`src/rtl/activation_reader.sv`:
```
// Read-side sequencer for the activation buffer: walks a strided run of entries
// in one bank and streams the returned words out through a small credit-managed FIFO.
module activation_reader #(
  parameter int DATA_W = 16,
  parameter int IDX_W  = 8,
  parameter int CNT_W  = 9,
  parameter int FIFO_D = 2
) (
  input  logic              clk,
  input  logic              rst_n,
  input  logic              start,
  input  logic              bank,
  input  logic [IDX_W-1:0]  base_idx,
  input  logic [IDX_W-1:0]  stride,
  input  logic [CNT_W-1:0]  count,
  output logic              busy,
  output logic              done,
  output logic [15:0]       mem_addr,
  input  logic [DATA_W-1:0] mem_rdata,
  output logic              out_valid,
  input  logic              out_ready,
  output logic [DATA_W-1:0] out_data,
  output logic              out_last
);

  localparam int PTR_W = $clog2(FIFO_D);
  localparam int FCW   = $clog2(FIFO_D + 1);

  typedef enum logic [1:0] {IDLE, RUN, DRAIN} state_t;

  state_t             state, state_next;
  logic               bank_q;
  logic [IDX_W-1:0]   idx, stride_q;
  logic [CNT_W-1:0]   remaining;
  logic               pending, pending_last;
  logic               done_next;
  logic               issue, pop, push, accept;
  logic [FCW:0]       credit_used;

  logic [DATA_W-1:0]  fifo_data [FIFO_D];
  logic               fifo_last [FIFO_D];
  logic [PTR_W-1:0]   rd_ptr, wr_ptr;
  logic [FCW-1:0]     fifo_cnt;

  assign busy      = (state != IDLE);
  assign mem_addr  = {bank_q, 4'b0000, idx, 3'b000};
  assign out_valid = (fifo_cnt != '0);
  assign out_data  = fifo_data[rd_ptr];
  assign out_last  = out_valid & fifo_last[rd_ptr];
  assign pop       = out_valid & out_ready;
  assign push      = pending;
  assign accept    = (state == IDLE) && start;

  // A read is only issued if its word is guaranteed a FIFO slot when it returns.
  assign credit_used = {1'b0, fifo_cnt} + {{FCW{1'b0}}, pending} - {{FCW{1'b0}}, pop};
  assign issue = (state == RUN) && (remaining != '0) && (credit_used < (FCW+1)'(FIFO_D));

  always_comb begin
    state_next = state;
    done_next  = 1'b0;
    case (state)
      IDLE: begin
        if (accept && (count != '0)) state_next = RUN;
        else if (accept)             done_next  = 1'b1;
      end
      RUN: begin
        if (issue && (remaining == CNT_W'(1))) state_next = DRAIN;
      end
      DRAIN: begin
        if (pop && out_last) begin
          state_next = IDLE;
          done_next  = 1'b1;
        end
      end
      default: state_next = IDLE;
    endcase
  end

  always_ff @(posedge clk or negedge rst_n) begin
    if (!rst_n) begin
      state        <= IDLE;
      done         <= 1'b0;
      bank_q       <= 1'b0;
      idx          <= '0;
      stride_q     <= '0;
      remaining    <= '0;
      pending      <= 1'b0;
      pending_last <= 1'b0;
    end else begin
      state        <= state_next;
      done         <= done_next;
      pending      <= issue;
      pending_last <= issue && (remaining == CNT_W'(1));
      if (accept && (count != '0)) begin
        bank_q    <= bank;
        idx       <= base_idx;
        stride_q  <= stride;
        remaining <= count;
      end else if (issue) begin
        idx       <= idx + stride_q;
        remaining <= remaining - CNT_W'(1);
      end
    end
  end

  // First-fall-through FIFO; the head entry is presented directly on the outputs.
  always_ff @(posedge clk or negedge rst_n) begin
    if (!rst_n) begin
      rd_ptr   <= '0;
      wr_ptr   <= '0;
      fifo_cnt <= '0;
      for (int i = 0; i < FIFO_D; i++) begin
        fifo_data[i] <= '0;
        fifo_last[i] <= 1'b0;
      end
    end else begin
      if (push) begin
        fifo_data[wr_ptr] <= mem_rdata;
        fifo_last[wr_ptr] <= pending_last;
        wr_ptr            <= wr_ptr + PTR_W'(1);
      end
      if (pop) rd_ptr <= rd_ptr + PTR_W'(1);
      case ({push, pop})
        2'b10:   fifo_cnt <= fifo_cnt + FCW'(1);
        2'b01:   fifo_cnt <= fifo_cnt - FCW'(1);
        default: fifo_cnt <= fifo_cnt;
      endcase
    end
  end

endmodule
```
`config.mk`:
```
export PLATFORM = sky130hd
export DESIGN_NAME = activation_reader
export DESIGN_NICKNAME = d
export VERILOG_FILES = /design/src/rtl/activation_reader.sv
export SDC_FILE = /design/constraint.sdc
export NUM_CORES = 1
export LEC_CHECK = 0
export ABC_CLOCK_PERIOD_IN_PS = 3650
export CAP_MARGIN = 25
export CORE_ASPECT_RATIO = 0.9
export CORE_UTILIZATION = 43
export CTS_CLUSTER_SIZE = 24
export DETAILED_ROUTE_END_ITERATION = 8
export PLACE_DENSITY = 0.78
export SETUP_SLACK_MARGIN = 0.3
export SLEW_MARGIN = 20
export SYNTH_ARGS = -nofsm -noshare
export SYNTH_HDL_FRONTEND = slang
export SYNTH_SLANG_ARGS = --single-unit
export TNS_END_PERCENT = 100
```
`constraint.sdc`:
```
create_clock -name clk -period 3.65 [get_ports clk]
set_clock_uncertainty 0.2 [all_clocks]
set_input_delay 0.365 -clock clk [delete_from_list [all_inputs] [get_ports clk]]
set_output_delay 0.365 -clock clk [all_outputs]
set_load 0.1 [all_outputs]
```
# After elaboration in Yosys (flattened, before gate mapping)
# Cells that the tools add are included.
dict set report classes {
  n_bitwise 4
  n_reduce_logical 15
  n_mux 25
  n_eq_ne 8
  add_sub_neg 8
  order_cmp 4
}
# op n
set op_table {}
lappend op_table {{2-to-1 mux 16 bit} 4}
lappend op_table {{bitwise mux 32 bit} 1}
lappend op_table {{2-to-1 mux 9 bit} 2}
lappend op_table {{nonzero test 9 bit} 2}
lappend op_table {{demux 16 bit (select 1 bit)} 1}
lappend op_table {{2-to-1 mux 8 bit} 2}
lappend op_table {{== test 9 x 1 -> 1 bit, second input constant} 1}
lappend op_table {{subtractor 9 x 1 -> 9 bit, second input constant} 1}
lappend op_table {{adder 8 bit} 1}
lappend op_table {{nonzero test 2 bit} 4}
lappend op_table {{logical AND 1 bit} 7}
lappend op_table {{2-to-1 mux 1 bit} 7}
lappend op_table {{2-to-1 mux 2 bit} 3}
lappend op_table {{case mux 2 bit (3 select lines)} 1}
lappend op_table {{== test 2 x 1 -> 1 bit, second input constant} 2}
lappend op_table {{== test 2 bit, second input constant} 2}
lappend op_table {{greater-or-equal comparator 2 bit, second input constant} 2}
lappend op_table {{!= test 2 x 1 -> 1 bit, second input constant} 2}
lappend op_table {{inverter 1 -> 2 bit} 2}
lappend op_table {{case mux 2 bit (2 select lines)} 1}
lappend op_table {{adder 2 x 1 -> 3 bit} 1}
lappend op_table {{< comparator 3 x 2 -> 1 bit, second input constant} 1}
lappend op_table {{AND reduction 3 bit} 1}
lappend op_table {{subtractor 3 x 1 -> 3 bit} 1}
lappend op_table {{other kinds (10)} 12}
dict set report totals {
  word_cells 79
  input_bits 46
  reg_bits 69
  out_inout_bits 36
}

# Logic depth before layout (Yosys ltp)
# Gate-level depths: netlist (run 1).
dict set report depth {
  ltp_word 8
  depth_mapped 12
  depth_no_buf 12
}

# Worst setup path before layout (run 1)
# OpenSTA, ideal clock, no wires.
dict set report synth_path {
  path_kind {register -> register}
  startpoint {register idx[1]}
  endpoint {register idx[7]}
  n_path_buf 0
  required_time_ns 3.373
  path_slack_ns 0.794
  setup_time_ns 0.077
  path_stages_with_launch 8
  synth_period_minus_slack_ns 2.856
  t_arrival_ns 2.578
  cell_sequence {dfrtp_1 ha_1 a211oi_1 o21bai_1 a2111oi_0 nor4b_2 xnor2_1 a21oi_1}
}
dict set report synth_between {
  elab_chain_cells 3
}
# item line_no
set synth_rtl {}
lappend synth_rtl {{start: declaration} 33} ;# logic [IDX_W-1:0] idx, stride_q;
lappend synth_rtl {{start signal: assignment} 96} ;# idx <= base_idx;
lappend synth_rtl {{start signal: assignment} 100} ;# idx <= idx + stride_q;
lappend synth_rtl {{adder 8 bit} 100}
lappend synth_rtl {{2-to-1 mux 8 bit} 99} ;# end else if (issue) begin
lappend synth_rtl {{2-to-1 mux 8 bit} 94} ;# if (accept && (count != '0)) begin
# No other way between the ends. The select of a mux whose other input is x is not followed.
# A chain may end at the register's enable or synchronous reset.

# Final worst setup path (run 1)
dict set report layout_path {
  startpoint {input port out_ready}
  endpoint {register idx[7]}
}
dict set report layout_between {
  elab_chain_cells 5
}
# item line_no
set layout_rtl {}
lappend layout_rtl {{start: declaration} 21} ;# input logic out_ready,
lappend layout_rtl {{bitwise AND 1 bit} 50} ;# assign pop = out_valid & out_ready;
lappend layout_rtl {{subtractor 3 x 1 -> 3 bit} 55} ;# assign credit_used = {1'b0, fifo_cnt} + {{FCW{1'b0}}, pending} - {{FCW{1'b0}}, pop};
lappend layout_rtl {{< comparator 3 x 2 -> 1 bit} 56} ;# assign issue = (state == RUN) && (remaining != '0) && (credit_used < (FCW+1)'(FIFO_D));
lappend layout_rtl {{logical AND 1 bit} 56}
lappend layout_rtl {{nonzero test 2 bit (no source line)} n/a}
# No other way between the ends.

==> metrics.txt, run 1 <==
kind of critical path=in2reg; Worst EP required=3.65 ns; FF-to-FF End=idx[7]; H-tree levels=3; flops & latches, synth=69; DRC=4; fraction of layout cells with a size suffix above 1=24.6%; global-route wire length before repair=12.4 mm; Seq/Total Area, Yosys=48.7%; GPL Wtd Cong=0.834; Final Hold Violating Endpoints=0; Top Ports=82; Period minus WS final=3.08 ns; Compound-Gate Fraction of Synth Area=10.3%; Clock Latency Late Sink=0.35 ns; grt ovf=0; clock root buffer=clkbuf_8; Synth Area in XOR/XNOR=1.98%; GRT Overall Usage=18.8%; CTS clk-pin slew, worst paths=0.07 ns; Final ANT Viol Nets=0; Setup WS pre-CTS=0.139 ns; Warnings, synthesis=0; CTS tree=yes; Nets=459; RSZ-0062 raised after global routing=no; post-synthesis cell type count=51; Via-to-Cell Ratio=5.28; die area=8610 um2; largest family of logic cells by synthesized area=multiplexers; ys flop type=dfrtp_1; Async SR Flop Fraction=100%; fillers=678; DR WL/cell=15.5 um; Post-Route WL=7.83 mm; failing checks=DRC; initial core utilization=44.1%; largest fanout on the critical path=15; Synth Area in Simple Gates=13.3%; Period Utilization, post-route=84.4%; Clock Tree Buf Depth=2; largest net degree at the start of global routing=35; fin. max-slew vios=0; Hold EP=stride_q[3]; setup ws final=0.570 ns; Multi-input gate area=1680 um2; MaxCap Viol Count=0; max frequency=325 MHz; diode count=0; Die Y=88.1 um; area grow syn2layout=27.8%; Synth Instances=323; die width=97.7 um; vias in the first global route=2,601; arrival time at the worst endpoint=3.08 ns; Post-Syn Area per Cell=11.0 um2; CP startpoint kind=input pin; worst slew pin tran=1.00 ns; r2r worst-path depth=11; Port Buffers=74; Synth Cell Area=3540 um2; routed vias=2,667; Rows=31; Crit. End Element=register; initial drt markers=130; router iterations before antenna repair=6; post-synthesis adder-cell area fraction=4.66%; R2R Setup Slk=0.65 ns; core box area=8030 um2; hpwl dp=5.56 mm; Reg area=1730 um2; post-CTS sizing=0; worst hold path cell count=2; worst hold start=stride_q[3]; worst hold path class=reg2reg; Final Setup Violations=0; setup_tns=0 ns; initial antenna violation count=0; TritonCTS Buffers=9; status=finished with violations; EDFF count, synth=0; Reg-to-Reg Start=fifo_cnt[1]; CTS Sinks=69; Slew headroom=33.0%; mux cell area share after synthesis=16.5%
==> metrics by stage <==
step | hold slack (ns) | area (um2) | std cells | utilization (%)
6_report | 0.287 | 4530 | 505 | 56.4
5_1_grt | 0.302 | 4530 | 505 | 56.4
4_1_cts | 0.286 | 4510 | 503 | 56.2
3_5_place_dp | 0.269 | 4290 | 486 | 53.4
3_3_place_gp | 0.266 | 4290 | 486 | 53.4
2_1_floorplan | -0.131 | 3570 | 329 | -
==> routing by layer <==
metal	up-vias	part of all wire [%]	GRT usage, %
li1	1288	-	-
met1	1297	45	23.8
met2	72	49	31.8
met3	10	3.7	2.87
met4	0	1.8	9.64
met5	-	0	0
==> registers in the layout, indices dropped and copies added, names as in the netlist <==
register	flops
fifo_last	2
pending	1
wr_ptr	1
state	2
pending_last	1
fifo_data	32
fifo_cnt	2
done	1
bank_q	1
idx	8
rd_ptr	1
stride_q	8
remaining	9
==> placed cells by master, fill, tap and decap left out, types with 7 or more instances in the layout <==
cell,n
a21oi_1,11
ha_1,10
clkdlybuf4s50_1,55
conb_1,7
dfrtp_1,69
nor2_1,21
clkbuf_8,9
nand2_1,45
mux2_2,50
inv_1,10
buf_4,23
o21ai_0,13
==> how the worst max path moves through the flow <==
| stage | from | end | slack [ns] | cells past startpoint |
|---|---|---|---|---|
| after floorplan | idx[1] | idx[7] | 0.79 | 7 |
| after global placement | out_ready | idx[7] | 0.27 | 12 |
| after detailed placement | out_ready | idx[7] | 0.14 | 12 |
| after CTS | out_ready | idx[7] | 0.51 | 12 |
| after global routing | out_ready | idx[7] | 0.31 | 12 |
| final | out_ready | idx[7] | 0.57 | 12 |
==> critical path, cell delays in order <==
cell	delay [ns]
clkdlybuf4s50_1	0.57
nand2_1	0.07
nor2_1	0.17
a21oi_1	0.10
nand2b_1	0.17
fa_1	0.39
xnor2_1	0.16
nand4b_1	0.20
a31o_4	0.33
nor4b_2	0.31
xnor2_1	0.15
a21oi_1	0.08
==> Yosys cell counts, types with 2 or more instances <==
cell        n  share of area [%]
dfrtp_1    69                 49
o21bai_1    2               0.42
ha_1       10                3.5
o21ai_0    13                1.8
or2_2       3               0.53
nor4_1      2               0.35
mux2i_1     2               0.56
xor2_1      3               0.74
inv_1      10                1.1
fa_1        2                1.1
a21o_1      2               0.42
nor2_1     21                2.2
a21oi_1    11                1.6
nand3_1     5               0.71
a221o_1     3               0.85
and3_1      2               0.35
xnor2_1     5                1.2
nor3_1      6               0.85
o211ai_1    5                1.1
nor2b_1     3               0.53
nand2_1    45                4.8
a2111oi_0   3               0.74
a211oi_1    3               0.64
clkbuf_1    5               0.53
buf_4       8                1.7
buf_2       4               0.56
mux2_2     50                 16
o311ai_0    2               0.49
a22o_1      2               0.49
==> repair_timing <==
action | CTS | global route
setup endpoints to repair | 0 | 2
hold buffers | 1 | 0
hold endpoints to repair | 32 | 0
buffers inserted | 0 | 2
==> cell type report <==
cell class	count	share of cell area, %
inverters	11	0.967
flip-flops and latches	69	38.1
clock inverters	6	1.93
clock buffers	10	2.82
well taps	99	2.73
repair buffers	80	16.3
multi-input cells	230	37.1
==> kinds of logic after synthesis <==
kind of cell / Yosys count
mux: 52
other cells: 1
buf+inv: 30
simple gates: 98
flops: 69
fa+ha+maj: 12
compound gates: 53
xor+xnor: 8
Power of run 1 is left out: the tool's default activity adds up to more than one toggle a clock period on the data nets, which glitch-free logic cannot reach.
==> inputs of run 2 (changes only) <==
ABC_CLOCK_PERIOD_IN_PS = 3000   (was 3650)
clock period = 3 ns   (was 3.65 ns; I/O delays follow)
==> metrics.txt, run 2 (synthesized netlist as in run 1, its figures left out) <==
Period minus WS final=2.65 ns; DRC=4; Port Buffers=74; worst hold path class=in2reg; top flop regs=fifo_data (32), remaining (9); largest fanout on the critical path=5; Slew headroom=49.0%; status=finished with violations; CTS tree=yes; setup_tns=0 ns; Final ANT Viol Nets=0; Setup WS pre-CTS=-0.0238 ns; worst hold start=stride[2]; hpwl dp=5.64 mm; Setup crit start=out_ready; Most flops, register=fifo_data; diode count=0; Die Y=88.1 um; CTS Sinks=69; initial core utilization=44.1%; GPL Wtd Cong=0.927; commonest non-fill, non-tap cell in the layout=dfrtp_1; Top Ports=82; vias in the first global route=2,602; largest net degree at the start of global routing=38; max frequency=378 MHz; Worst EP required=3.03 ns; worst slew pin tran=0.765 ns; die width=97.7 um; area grow syn2layout=30.9%; RSZ-0062 raised after global routing=yes; Period Utilization, post-route=88.2%; Nets=468; TritonCTS Buffers=9; setup ws final=0.354 ns; initial drt markers=124; Via-to-Cell Ratio=5.26; GRT Overall Usage=18.9%; router iterations before antenna repair=7; Final Setup Violations=0; Rows=31; MaxCap Viol Count=0; die area=8610 um2; clock root buffer=clkbuf_8; H-tree levels=3; DR WL/cell=15.4 um; global-route wire length before repair=12.6 mm; Clock Latency Late Sink=0.35 ns; final instance area=4640 um2; routed vias=2,699; worst hold path cell count=3; grt ovf=0; Clock Tree Buf Depth=2; Post-DP Area=4360 um2; r2r worst-path depth=9; most frequent cells in the layout=68 x dfrtp_1, 50 x mux2_2, 45 x nand2_1; CTS clk-pin slew, worst paths=0.07 ns; flip-flop count of the largest register after layout=32; kind of critical path=in2reg; initial antenna violation count=0; fin. max-slew vios=0; R2R Setup Slk=0.39 ns; Post-Route WL=7.91 mm; fraction of layout cells with a size suffix above 1=30.7%; Final Hold Violating Endpoints=0; Reg-to-Reg Start=fifo_cnt[0]; arrival time at the worst endpoint=2.68 ns; failing checks=DRC; final core utilization=57.8%; core box area=8030 um2; CP startpoint kind=input pin; fillers=675; Crit. End Element=register
[run 2: metal layers]
layer	track usage [%]	up-vias	wire, um
li1	-	1298	-
met1	24.7	1298	3570
met2	30.9	87	3830
met3	4.15	16	366
met4	7.85	0	155
met5	0	-	0
[run 2: critical path, stage by stage]
cell and delay (ns):
clkdlybuf4s50_1 0.43, buf_4 0.16, inv_1 0.08, a21oi_1 0.09, nand2b_4 0.15, fa_2 0.52, nand4b_1 0.14, a31o_4 0.27
nor4b_4 0.28, xnor2_1 0.16, a21oi_1 0.09
[run 2: area by class of cell]
cell class                 count  area, um2  share of cell area [%]
tap                           99        124                    2.67
clock buffer                   9        124                    2.67
sequential                    69       1730                    37.3
clock inverter                 6        113                    2.43
multi-input combinational    230       1720                    37.0
timing repair buffer          89        791                    17.0
inverter                      11       43.8                   0.944
[run 2: through the flow]
| step | std cells | hold slack, ns |
|---|---|---|
| 5_1_grt | 513 | 0.279 |
| 4_1_cts | 513 | 0.261 |
| 3_3_place_gp | 497 | 0.208 |
| 6_report | 513 | 0.279 |
| 2_1_floorplan | 329 | -0.196 |
| 3_5_place_dp | 497 | 0.217 |
[run 2: final timing paths]
path                                endpoint
worst max-delay path                  idx[7]
worst min-delay path             stride_q[2]
worst max register to register        idx[7]
worst min register to register          done
max in group asynchronous       fifo_data[4]
min in group asynchronous       fifo_data[1]
[run 2: timing repair]
action	4_1_cts	5_1_grt
endpoints found under the hold margin	32	0
endpoints found under the setup margin	0	8
buffers inserted	0	0
hold buffers	1	0
resized for setup	0	8
Power of run 2 is left out for the same reason.
==> inputs of run 3 (changes only) <==
CORE_ASPECT_RATIO = 1.75   (was 0.9)
==> metrics.txt, run 3 (synthesized netlist as in run 1, its figures left out) <==
TritonCTS Buffers=9; fin. max-slew vios=0; Clock Latency Late Sink=0.33 ns; Rows=43; largest net degree at the start of global routing=40; grt ovf=0; diode count=0; Port Buffers=74; status=finished with violations; CP max stage cell=dfrtp_2; Via-to-Cell Ratio=5.42; fraction of layout cells with a size suffix above 1=34.4%; Period Utilization, post-route=87.3%; initial drt markers=145; Setup WS pre-CTS=-0.0863 ns; CP startpoint kind=register; flip-flop count of the largest register after layout=32; Clock Tree Buf Depth=2; Slew headroom=46.4%; hpwl dp=5.70 mm; MaxCap Viol Count=0; GRT Overall Usage=20.0%; vias in the first global route=2,824; Final Setup Violations=0; critical-path cell list=nand2_2, nor2_4, a21oi_2, nand2b_4, fa_2, xnor2_2, nand4b_1, a31o_4, inv_8, nor2_8, o21ai_1, o311ai_2; fillers=648; CTS Sinks=69; R2R Setup Slk=0.38 ns; worst hold path class=in2reg; Hold EP=fifo_cnt[1]; RSZ-0062 raised after global routing=yes; Final ANT Viol Nets=0; initial core utilization=44.5%; Multi-input gate area=1780 um2; Crit. End Element=register; worst hold path cell count=3; CTS clk-pin slew, worst paths=0.05 ns; Period minus WS final=2.62 ns; router iterations before antenna repair=6; Nets=474; clock root buffer=clkbuf_16; worst slew pin tran=0.804 ns; kind of critical path=reg2reg; FF-to-FF End=remaining[8]; Worst EP required=2.99 ns; worst hold start=out_ready; top flop regs=fifo_data (32), remaining (9); DRC=18; H-tree levels=3; setup ws final=0.381 ns; GPL Wtd Cong=0.870; most frequent cells in the layout=67 x dfrtp_1, 50 x mux2_2, 47 x buf_4; Post-Route WL=8.15 mm; arrival time at the worst endpoint=2.61 ns; r2r worst-path depth=12; initial antenna violation count=0; max frequency=382 MHz; Final Hold Violating Endpoints=0; Reg area=1730 um2; Die Y=122 um; failing checks=DRC; die width=70.6 um; commonest non-fill, non-tap cell in the layout=dfrtp_1; largest fanout on the critical path=8; CTS tree=yes; Top Ports=82; Max stage delay on crit path=0.43 ns; DR WL/cell=16.0 um; Reg-to-Reg Start=fifo_cnt[1]; global-route wire length before repair=13.3 mm; core box area=7960 um2; routed vias=2,769; Most flops, register=fifo_data; area grow syn2layout=37.5%; die area=8620 um2
[run 3: what timing repair did]
action | 4_1_cts | 5_1_grt
hold endpoints to repair | 30 | 0
pin swaps | 0 | 9
buffers inserted | 0 | 6
hold buffers | 1 | 0
endpoints found under the setup margin | 7 | 15
resized for setup | 5 | 28
[run 3: worst max path at each step]
stage,start,endpoint,slack [ns],depth (start not counted)
5_1_grt,fifo_cnt[1],remaining[8],0.22,12
6_report,fifo_cnt[1],remaining[8],0.38,12
3_5_place_dp,out_ready,remaining[8],-0.09,12
2_1_floorplan,idx[2],idx[7],0.25,7
3_3_place_gp,out_ready,remaining[8],0.07,12
4_1_cts,fifo_cnt[1],remaining[8],0.34,11
[run 3: worst max-delay path, delay by kind of cell, from the launching register on]
| kind | cells | cell delay (ns) |
|---|---|---|
| AOI/OAI and AO/OA | 4 | 0.66 |
| xor gates and xnor gates | 1 | 0.15 |
| adders and majority gates | 1 | 0.37 |
| buffers and inverters | 1 | 0.10 |
| DFF | 1 | 0.43 |
| and+or+nand+nor | 5 | 0.57 |
[run 3: cell type report]
class | instances | area share [%]
Clock buffer | 13 | 5.55
Clock inverter | 3 | 1.85
Inverter | 11 | 1.00
Multi-Input combinational cell | 230 | 36.5
Sequential cell | 69 | 35.5
Tap cell | 90 | 2.31
Timing Repair Buffer | 95 | 17.3
[run 3: stage by stage]
| step | hold slack, ns | area (um2) | instances | utilization [%] | TNS [ns] |
|---|---|---|---|---|---|
| 2_1_floorplan | -0.196 | 3570 | 329 | - | 0 |
| 3_3_place_gp | 0.187 | 4350 | 488 | 54.7 | 0 |
| 3_5_place_dp | 0.200 | 4350 | 488 | 54.7 | -0.0863 |
| 4_1_cts | 0.281 | 4730 | 505 | 59.4 | 0 |
| 5_1_grt | 0.187 | 4870 | 511 | 61.2 | 0 |
| 6_report | 0.165 | 4870 | 511 | 61.2 | 0 |
[run 3: per-layer routing]
layer	up-vias	GRT usage, %	wire, um
li1	1313	-	-
met1	1350	21.8	3220
met2	88	36.2	4300
met3	18	4.80	368
met4	0	9.75	267
met5	-	0	0
Power of run 3 is left out for the same reason.
